--- src/rtl/muldiv_seq.sv ---
// RV32M multiply/divide sequencer: one shared shift/add-subtract datapath, XLEN iterations, then sign fix-up.
// Latency XLEN+2 cycles start->o_valid (divide-by-zero: 1 cycle); stalls the core while working, start ignored unless IDLE.
// Optional MULDIV_FAST_MUL_EN: multiplies use a single-cycle multiplier (valid one cycle after start).
module muldiv_seq #(
    parameter int XLEN  = 32,
    parameter int CNT_W = 6
) (
    input  logic            i_clk,
    input  logic            i_reset,
    input  logic            i_start,
    input  logic [2:0]      i_op,
    input  logic [XLEN-1:0] i_rs1,
    input  logic [XLEN-1:0] i_rs2,
    input  logic            i_flush,
    output logic            o_busy,
    output logic            o_stall,
    output logic            o_valid,
    output logic [XLEN-1:0] o_result
);

    typedef enum logic [1:0] {IDLE, CALC, FIX, DONE} state_t;

    state_t              state_q, state_d;
    logic [CNT_W-1:0]    cnt_q;
    logic [2:0]          op_q;
    logic [XLEN-1:0]     mcand_q;
    logic [2*XLEN-1:0]   acc_q;
    logic                neg_res_q, neg_rem_q;
    logic [XLEN-1:0]     result_q;

    // Start-cycle decode: which operands are signed, their magnitudes, result signs
    logic            sgn_a, sgn_b, a_neg, b_neg, start_ok, dz;
    logic [XLEN-1:0] abs_a, abs_b, dz_res;

    always_comb begin
        sgn_a    = (i_op == 3'b001) || (i_op == 3'b010) || (i_op == 3'b100) || (i_op == 3'b110);
        sgn_b    = (i_op == 3'b001) || (i_op == 3'b100) || (i_op == 3'b110);
        a_neg    = sgn_a && i_rs1[XLEN-1];
        b_neg    = sgn_b && i_rs2[XLEN-1];
        abs_a    = a_neg ? -i_rs1 : i_rs1;
        abs_b    = b_neg ? -i_rs2 : i_rs2;
        start_ok = (state_q == IDLE) && i_start && !i_flush;
        dz       = i_op[2] && (i_rs2 == '0);
        dz_res   = i_op[1] ? i_rs1 : '1;
    end

    // Restoring divide step: acc = {remainder, dividend/quotient}
    logic [XLEN:0]     div_shift, div_diff;
    logic [2*XLEN-1:0] div_next;

    always_comb begin
        div_shift = {acc_q[2*XLEN-1:XLEN], acc_q[XLEN-1]};
        div_diff  = div_shift - {1'b0, mcand_q};
        div_next  = {(div_diff[XLEN] ? div_shift[XLEN-1:0] : div_diff[XLEN-1:0]),
                     acc_q[XLEN-2:0], ~div_diff[XLEN]};
    end

`ifndef MULDIV_FAST_MUL_EN
    // Shift-add multiply step: acc = {partial product, remaining multiplier bits}
    logic [XLEN:0]     mul_sum;
    logic [2*XLEN-1:0] mul_next;

    always_comb begin
        mul_sum  = {1'b0, acc_q[2*XLEN-1:XLEN]} + (acc_q[0] ? {1'b0, mcand_q} : '0);
        mul_next = {mul_sum, acc_q[XLEN-1:1]};
    end
`else
    logic [2*XLEN-1:0] fast_prod;
    logic [XLEN-1:0]   fast_res;

    always_comb begin
        fast_prod = abs_a * abs_b;
        if (a_neg ^ b_neg)
            fast_prod = -fast_prod;
        fast_res = (i_op == 3'b000) ? fast_prod[XLEN-1:0] : fast_prod[2*XLEN-1:XLEN];
    end
`endif

    logic [2*XLEN-1:0] prod_fix;
    logic [XLEN-1:0]   fix_res;

    always_comb begin
        prod_fix = neg_res_q ? -acc_q : acc_q;
        fix_res  = '0;
        if (!op_q[2])
            fix_res = (op_q == 3'b000) ? prod_fix[XLEN-1:0] : prod_fix[2*XLEN-1:XLEN];
        else if (op_q[1])
            fix_res = neg_rem_q ? -acc_q[2*XLEN-1:XLEN] : acc_q[2*XLEN-1:XLEN];
        else
            fix_res = neg_res_q ? -acc_q[XLEN-1:0] : acc_q[XLEN-1:0];
    end

    always_ff @(posedge i_clk) begin
        if (i_reset)
            state_q <= IDLE;
        else
            state_q <= state_d;
    end

    always_comb begin
        state_d = state_q;
        case (state_q)
            IDLE: begin
                if (start_ok) begin
                    if (dz)
                        state_d = DONE;
`ifdef MULDIV_FAST_MUL_EN
                    else if (!i_op[2])
                        state_d = DONE;
`endif
                    else
                        state_d = CALC;
                end
            end
            CALC: begin
                if (i_flush)
                    state_d = IDLE;
                else if (cnt_q == CNT_W'(XLEN-1))
                    state_d = FIX;
            end
            FIX:     state_d = i_flush ? IDLE : DONE;
            DONE:    state_d = IDLE;
            default: state_d = IDLE;
        endcase
    end

    always_ff @(posedge i_clk) begin
        if (i_reset) begin
            cnt_q     <= '0;
            op_q      <= '0;
            mcand_q   <= '0;
            acc_q     <= '0;
            neg_res_q <= 1'b0;
            neg_rem_q <= 1'b0;
            result_q  <= '0;
        end else begin
            case (state_q)
                IDLE: begin
                    if (start_ok) begin
                        op_q      <= i_op;
                        mcand_q   <= abs_b;
                        acc_q     <= {{XLEN{1'b0}}, abs_a};
                        cnt_q     <= '0;
                        neg_res_q <= a_neg ^ b_neg;
                        neg_rem_q <= a_neg;
                        if (dz)
                            result_q <= dz_res;
`ifdef MULDIV_FAST_MUL_EN
                        else if (!i_op[2])
                            result_q <= fast_res;
`endif
                    end
                end
                CALC: begin
                    cnt_q <= cnt_q + 1'b1;
`ifdef MULDIV_FAST_MUL_EN
                    acc_q <= div_next;
`else
                    acc_q <= op_q[2] ? div_next : mul_next;
`endif
                end
                FIX: begin
                    if (!i_flush)
                        result_q <= fix_res;
                end
                default: ;
            endcase
        end
    end

    assign o_busy   = (state_q != IDLE);
    assign o_stall  = start_ok || (state_q == CALC) || (state_q == FIX);
    assign o_valid  = (state_q == DONE);
    assign o_result = result_q;

endmodule
--- config.mk ---
export PLATFORM = sky130hd
export DESIGN_NAME = muldiv_seq
export DESIGN_NICKNAME = d
export VERILOG_FILES = /design/src/rtl/muldiv_seq.sv
export SDC_FILE = /design/constraint.sdc
export NUM_CORES = 1
export LEC_CHECK = 0
export ABC_AREA = 1
export CELL_PAD_IN_SITES_DETAIL_PLACEMENT = 1
export CELL_PAD_IN_SITES_GLOBAL_PLACEMENT = 1
export CORE_UTILIZATION = 38
export CTS_CLUSTER_SIZE = 16
export DETAILED_ROUTE_END_ITERATION = 16
export PLACE_DENSITY_LB_ADDON = 0.08
export SLEW_MARGIN = 20
export SYNTH_ARGS = -nofsm -noshare
export SYNTH_HDL_FRONTEND = slang
export SYNTH_SLANG_ARGS = --single-unit
--- constraint.sdc ---
create_clock -name i_clk -period 2.6 [get_ports i_clk]
set_input_delay 0.39 -clock i_clk [delete_from_list [all_inputs] [get_ports i_clk]]
set_output_delay 0.39 -clock i_clk [all_outputs]
set_load 0.01 [all_outputs]
==> flow_summary.toml, run 1 <==
[run_status]
status = "finished, violations left"
violations = "negative setup slack"

[sta]
final_hold_viol_count = 0
max_freq_mhz = 381.1
worst_slack_ns = -0.02427
finalMaxSlewViolations = 0
rsz0062_at_grt = "yes"
clock_skew_ns = 0.02191
fin_tns_setup_ns = -0.03531
period_minus_slack_ns = 2.624
max-slew-margin-rel = 0.2984
worstMarginPinSlew_ns = 1.052
period_share = 1.009
setup_viol = 2

[setup_path]
rr_startpoint = "acc_q[31]"
crit_path_end = "acc_q[45]"
cp_slowest_cell = "fa_2"
max_stage_delay_ns = 0.36
critPathBufInv = 4
path_delay_family = "simple AND/OR/NAND/NOR gates"
timing.critical_path.from = "acc_q[31]"
crit_arrival_ns = 3.04
endpoint_kind = "flip-flop"
crit_cells = 20
cp_max_fo = 7
worstRegToRegCells = 20
critical_path_required_ns = 3.02
critical_path.cell_chain = "inv_4 -> ha_4 -> fa_2 -> inv_2 -> nand2_2 -> nand2_2 -> nand3_2 -> nand2_2 -> nand2_2 -> nand2_4 -> nand2_4 -> nand2_4 -> nand2_4 -> nand2_4 -> buf_12 -> clkbuf_16 -> nand2_2 -> nand3_1 -> nand3_1 -> a21oi_2"
setup.worst_path.class = "flip-flop to flip-flop"
start_kind = "flip-flop"
r2r_setup_slack_ns = -0.02
r2r-end = "acc_q[45]"

[synthesis]
synth_cell_types = 48
synth_nets = 3381
seq_area_frac_synth = 0.1631
synthFlopType = "dfxtp_1"
synth_edf_count = 0
avgSynthCellArea_sq_um = 5.342
synthesis.area_sq_um = 17300
syn_inst = 3239
synthArstFlopShare = 0
yosys_register_bits = 141
yosys_warnings = 0

[pwr]
power_mw = 10.42
p_per_area_nw_per_um2 = 448.7
p_leak_nw = 10.97
ir_worst_vdd_mv = 0.5456

[routing]
wl_um = 94790
drc = 0
num_vias = 23911
drtIter0Drc = 2289
avgViaCountPerCell = 5.753
antenna_left = 0
drt-pass1-iter-count = 5
wl_per_cell_um = 22.81

[clock_tree]
cts_tree = "done"
clk_pin_slew_ns = 0.07
cts_hold_buf = 0
cts_made_buffers = 17
cts-root-buf = "clkbuf_16"
clockBufferDepth = 2
clock_sinks = 141
worst_skew_pair.late_latency_ns = 0.51
htreeDepth = 4

[placement]
portBuffers = 105
gp_congestion = 1.008
detailedPlacementHpwl_um = 73640

[die]
io_pins = 106
die_x_um = 215.4
start_util = 0.3879
dieHeight_um = 215.4
core_area_sq_um = 44610
rows = 77
dieArea_sq_um = 46400

[finish]
fin_nets = 3690
finish.utilization = 0.5206
drive_gt1_frac = 0.2115
area_growth_pct = 34.21

[run]
maxCapViolCount = 0

[hold_path]
hp-start = "i_reset"
hold_path.class = "input port to flip-flop"

[global_route]
grt_usage = 0.3911
antenna_found_initial = 2
grt_overflow = 0
grt_pass1_wl_um = 138800
grt_pass1_vias = 23177
grt_max_degree = 86
==> flip-flops by register name (all words and copies together) (netlist names) <==
name	count
o_result	32
neg_res_q	1
acc_q	64
op_q	3
state_q	2
neg_rem_q	1
mcand_q	32
cnt_q	6
==> cell type report <==
| cell class | instances | area (sq um) |
|---|---|---|
| antenna | 3 | 7.507 |
| clock buffer | 17 | 425.4 |
| clock inverter | 15 | 163.9 |
| fill | 6247 | 21380 |
| inverter | 456 | 1722 |
| multi-input combinational | 2519 | 13690 |
| sequential | 141 | 2908 |
| tap | 592 | 740.7 |
| timing repair buffer | 413 | 3566 |
==> stage by stage <==
stage / instances / instance area (sq um) / hold WS [ns] / worst slack (ns)
after detailed placement: 4089 / 20730 / 0.4556 / -0.2115
after global routing: 4153 / 23220 / 0.4054 / -0.1093
after global placement: 4089 / 20730 / 0.4506 / -0.1106
after CTS: 4137 / 21780 / 0.3416 / -0.02835
final: 4156 / 23220 / 0.3720 / -0.02427
after floorplan: 3239 / 17300 / 0.4369 / 0.01562
==> worst min-delay path by stage <==
stage,cells past startpoint,slack (ns),endpoint
2_1_floorplan,1,0.44,cnt_q[5]
3_3_place_gp,2,0.45,o_result[28]
3_5_place_dp,2,0.46,o_result[24]
4_1_cts,4,0.34,o_result[3]
5_1_grt,4,0.41,o_result[3]
6_report,4,0.37,o_result[3]
==> synth_stat cells (5+ instances only) <==
master	instances	area, sq um
o21bai_1	10	75.07
nor3_1	26	130.1
nand3b_1	14	105.1
or2_2	6	37.54
inv_2	13	48.80
a31oi_1	38	237.7
buf_2	20	100.1
nand3_1	318	1592
nor2_2	36	225.2
ha_1	69	863.3
inv_1	439	1648
o31ai_1	5	37.54
buf_6	14	157.7
o21ai_0	219	1096
buf_1	11	41.29
o211ai_1	17	127.6
clkbuf_1	79	296.5
and2_1	6	37.54
xnor2_1	10	87.58
a21o_1	5	37.54
a21oi_1	248	1241
nand4_1	40	250.2
nand2_2	12	75.07
dfxtp_1	141	2823
xor2_1	56	490.5
nand2_1	984	3694
nor2_1	351	1318
o21ai_1	7	35.03
==> layer usage <==
layer | global-route usage | part of all wire | wire [um] | up-vias
met5 | 0 | 0.00011 | 10 | -
met3 | 0.08555 | 0.094 | 8882 | 202
met1 | 0.5579 | 0.46 | 43270 | 11655
met4 | 0.1260 | 0.037 | 3505 | 2
met2 | 0.5780 | 0.41 | 39110 | 999
li1 | - | - | - | 11053
==> worst reg2reg max path, cell delays in order, from the launching register on <==
cell	delay, ns
dfxtp_2	0.35
inv_4	0.05
ha_4	0.16
fa_2	0.36
inv_2	0.09
nand2_2	0.05
nand2_2	0.07
nand3_2	0.06
nand2_2	0.09
nand2_2	0.07
nand2_4	0.10
nand2_4	0.08
nand2_4	0.11
nand2_4	0.07
nand2_4	0.10
buf_12	0.15
clkbuf_16	0.17
nand2_2	0.05
nand3_1	0.09
nand3_1	0.10
a21oi_2	0.17
==> where the power goes <==
part | internal (mW) | total [mW] | leakage [nW] | switching [mW]
Clock | 1.37 | 2.66 | 0.289 | 1.30
Combinational | 1.82 | 5.26 | 9.51 | 3.43
Sequential | 2.29 | 2.50 | 1.17 | 0.209
Total | 5.48 | 10.4 | 11.0 | 4.94
==> kinds of logic (layout without fill, tap and decap cells) <==
family          after synthesis  in the layout  synth area share
simple gates               1809           1810            0.4398
xor+xnor                     66             66           0.03341
fa+ha+maj                    71             71           0.05221
mux                           1              1         0.0005785
buf+inv                     580            901            0.1334
compound gates              571            571            0.1774
other cells                   0              3                 0
flops                       141            141            0.1631
==> placed cells by master, fill, tap and decap left out, drive strengths merged, types with 3 or more instances in the layout <==
master | netlist | routed
inv | 452 | 463
nand2 | 998 | 999
ha | 69 | 69
a21oi | 251 | 251
o31ai | 5 | 5
nand3b | 14 | 14
o21ai | 228 | 228
nor2 | 387 | 387
nand3 | 323 | 323
clkinv | 4 | 5
a21o | 5 | 5
a31oi | 38 | 38
buf | 45 | 308
clkdlybuf4s50 | 0 | 104
diode | 0 | 3
o21bai | 10 | 10
o211ai | 17 | 17
a221oi | 4 | 4
xnor2 | 10 | 10
xor2 | 56 | 56
dfxtp | 141 | 141
o21a | 4 | 4
and2 | 7 | 7
clkbuf | 79 | 18
nor3 | 29 | 29
or2 | 6 | 6
nor4 | 3 | 3
a211oi | 4 | 4
nand4 | 40 | 40
==> timing repair <==
action	4_1_cts	5_1_grt
gates cloned	1	1
pin swaps	22	71
setup endpoints to repair	36	56
setup buffers	15	17
gates resized for setup	89	332
Note: power is estimated with default switching activity, not from simulation.
==> inputs of run 2 (changes only) <==
- CORE_UTILIZATION: 38 -> 40
- DONT_BUFFER_PORTS: unset -> 1
- SKIP_LAST_GASP: unset -> 1
- SLEW_MARGIN: 20 -> unset
==> run 2 against run 1 <==
Effect of this change:
- the flow finishes with violations (negative hold slack)
- register-to-register slack improved by 0.03 ns
- final area shrank 10%
- power decreased by 4.5%
- sequential power barely moved
- via count fell by 3.2%
- clock power grew 2%
- combinational power fell by 9.5%
- critical path type unchanged
- largest power group unchanged
- highest routed layer unchanged
==> flow_summary.toml, run 2 (same netlist as run 1, synthesis figures left out) <==
[die]
die_x_um = 210.0
dieArea_sq_um = 44100
start_util = 0.4089
rows = 75
core_area_sq_um = 42320
dieHeight_um = 210.0
io_pins = 106

[setup_path]
crit_arrival_ns = 3.01
cp_max_fo = 8
critical_path_required_ns = 3.01
setup.worst_path.class = "flip-flop to flip-flop"
r2r_setup_slack_ns = 0.006
worstRegToRegCells = 18
endpoint_kind = "flip-flop"
start_kind = "flip-flop"

[pwr]
pwr-share-clk = 0.271
p_per_area_nw_per_um2 = 477.1
ir_worst_vdd_mv = 0.4614
p_leak_nw = 10.23
p_sw_mw = 4.604
swShare = 0.4628
sequentialPowerShare = 0.250
p_int_mw = 5.344
p_comb_frac = 0.479

[clock_tree]
worst_skew_pair.late_latency_ns = 0.50
clk_pin_slew_ns = 0.07
htreeDepth = 4
clockBufferDepth = 2
cts_made_buffers = 17
cts_hold_buf = 7
clock_sinks = 141
cts-root-buf = "clkbuf_16"
cts_tree = "done"

[routing]
drtIter0Drc = 2301
avgViaCountPerCell = 5.807
drt-pass1-iter-count = 5
drc = 0
wl_per_cell_um = 22.85
antenna_left = 0
routed-wl-met3_um = 9996
top_layer = "met5"
wl_met1_um = 40760
wl_met2_um = 37980
wl_um = 91050
num_vias = 23135

[placement]
place_ws_ns = -0.1645
gp_congestion = 1.020
portBuffers = 0
detailedPlacementHpwl_um = 72120
dp.cells = 3928

[hold_path]
hold_path.class = "input port to flip-flop"
whs_path_depth = 1

[sta]
max-slew-margin-rel = 0.1828
setup_viol = 0
period_minus_slack_ns = 2.594
final_hold_viol_count = 27
worstMarginPinSlew_ns = 1.213
rsz0062_at_grt = "yes"
clock_skew_ns = 0.01670
worst_slack_ns = 0.006085
period_share = 0.9977
hold_ws_ns = -0.03574
max_freq_mhz = 385.5
finalMaxSlewViolations = 0

[finish]
finish.utilization = 0.4927
fillers = 6092
area_growth_pct = 20.51
final_common_cell = "nand2_1"
drive_gt1_frac = 0.1515
layout_common_cells = "nand2_1 (957), inv_1 (435), nor2_1 (319)"
largest_register_ffs = 64
multi_input_area_sq_um = 12930
fin_cells = 3984
final-seq-area_sq_um = 2851
largest-register = "acc_q"
fin_nets = 3536

[global_route]
antenna_found_initial = 2
grt_usage = 0.4054
grt_max_degree = 119
grt_pass1_wl_um = 135800
grt_overflow = 0
grt_pass1_vias = 22837

[run_status]
violations = "negative hold slack"
status = "finished, violations left"

[run]
maxCapViolCount = 0
==> run 2: repair_timing <==
action,in CTS,in global routing
pin swaps,4,20
setup buffers,0,11
hold endpoints to repair,63,50
gates cloned,4,2
resized for setup,20,166
endpoints found under the setup margin,33,57
==> run 2: through the flow <==
stage / area [sq um] / hold WS, ns / power, mW / setup TNS (ns)
after floorplan: 17300 / 0.4369 / 5.113 / 0
after global placement: 19300 / 0.4552 / 6.627 / -0.2221
after detailed placement: 19300 / 0.4617 / 6.753 / -2.996
after CTS: 20120 / -0.06040 / 9.554 / -0.004512
after global routing: 20850 / -0.04284 / 10.43 / -1.347
final: 20850 / -0.03574 / 9.948 / 0
==> run 2: worst max-delay path, stage by stage (launching register included) <==
cell     delay, ns
dfxtp_2       0.34
inv_2         0.05
ha_4          0.16
fa_2          0.40
inv_2         0.07
nand2_1       0.05
nand2_2       0.08
nand3_1       0.08
nand2_2       0.09
nand2_1       0.06
nand2_2       0.11
nand2_4       0.11
nand2_8       0.13
nand2_8       0.12
nand2_8       0.17
nand2_1       0.11
nand3_1       0.10
nand3_1       0.08
a21oi_1       0.18
==> run 2: worst paths after layout <==
path	endpoint	start
setup / recovery	acc_q[55]	acc_q[31]
hold / removal	o_result[5]	i_reset
setup reg to reg	acc_q[55]	acc_q[31]
hold reg to reg	cnt_q[2]	cnt_q[2]
==> run 2: power groups by stage <==
stage               Clock [mW]  Combinational, mW  Sequential [mW]
global route              2.80               5.13             2.50
global placement             0               4.11             2.51
CTS                       2.73               4.35             2.47
detailed placement           0               4.23             2.52
floorplan                    0               2.67             2.44
finish                    2.70               4.76             2.49
==> run 2: cell type report <==
class,count,share of cell area
Antenna cell,1,0.0001200
Clock buffer,17,0.02040
Clock inverter,14,0.008760
Inverter,456,0.08214
Multi-Input combinational cell,2524,0.6199
Sequential cell,141,0.1367
Tap cell,577,0.03462
Timing Repair Buffer,254,0.09726
==> run 2: layer usage <==
layer  vias to the layer above  GRT usage
li1                      10756          -
met1                     11198     0.5801
met2                      1030     0.5925
met3                       149     0.1083
met4                         2     0.1097
met5                         -          0
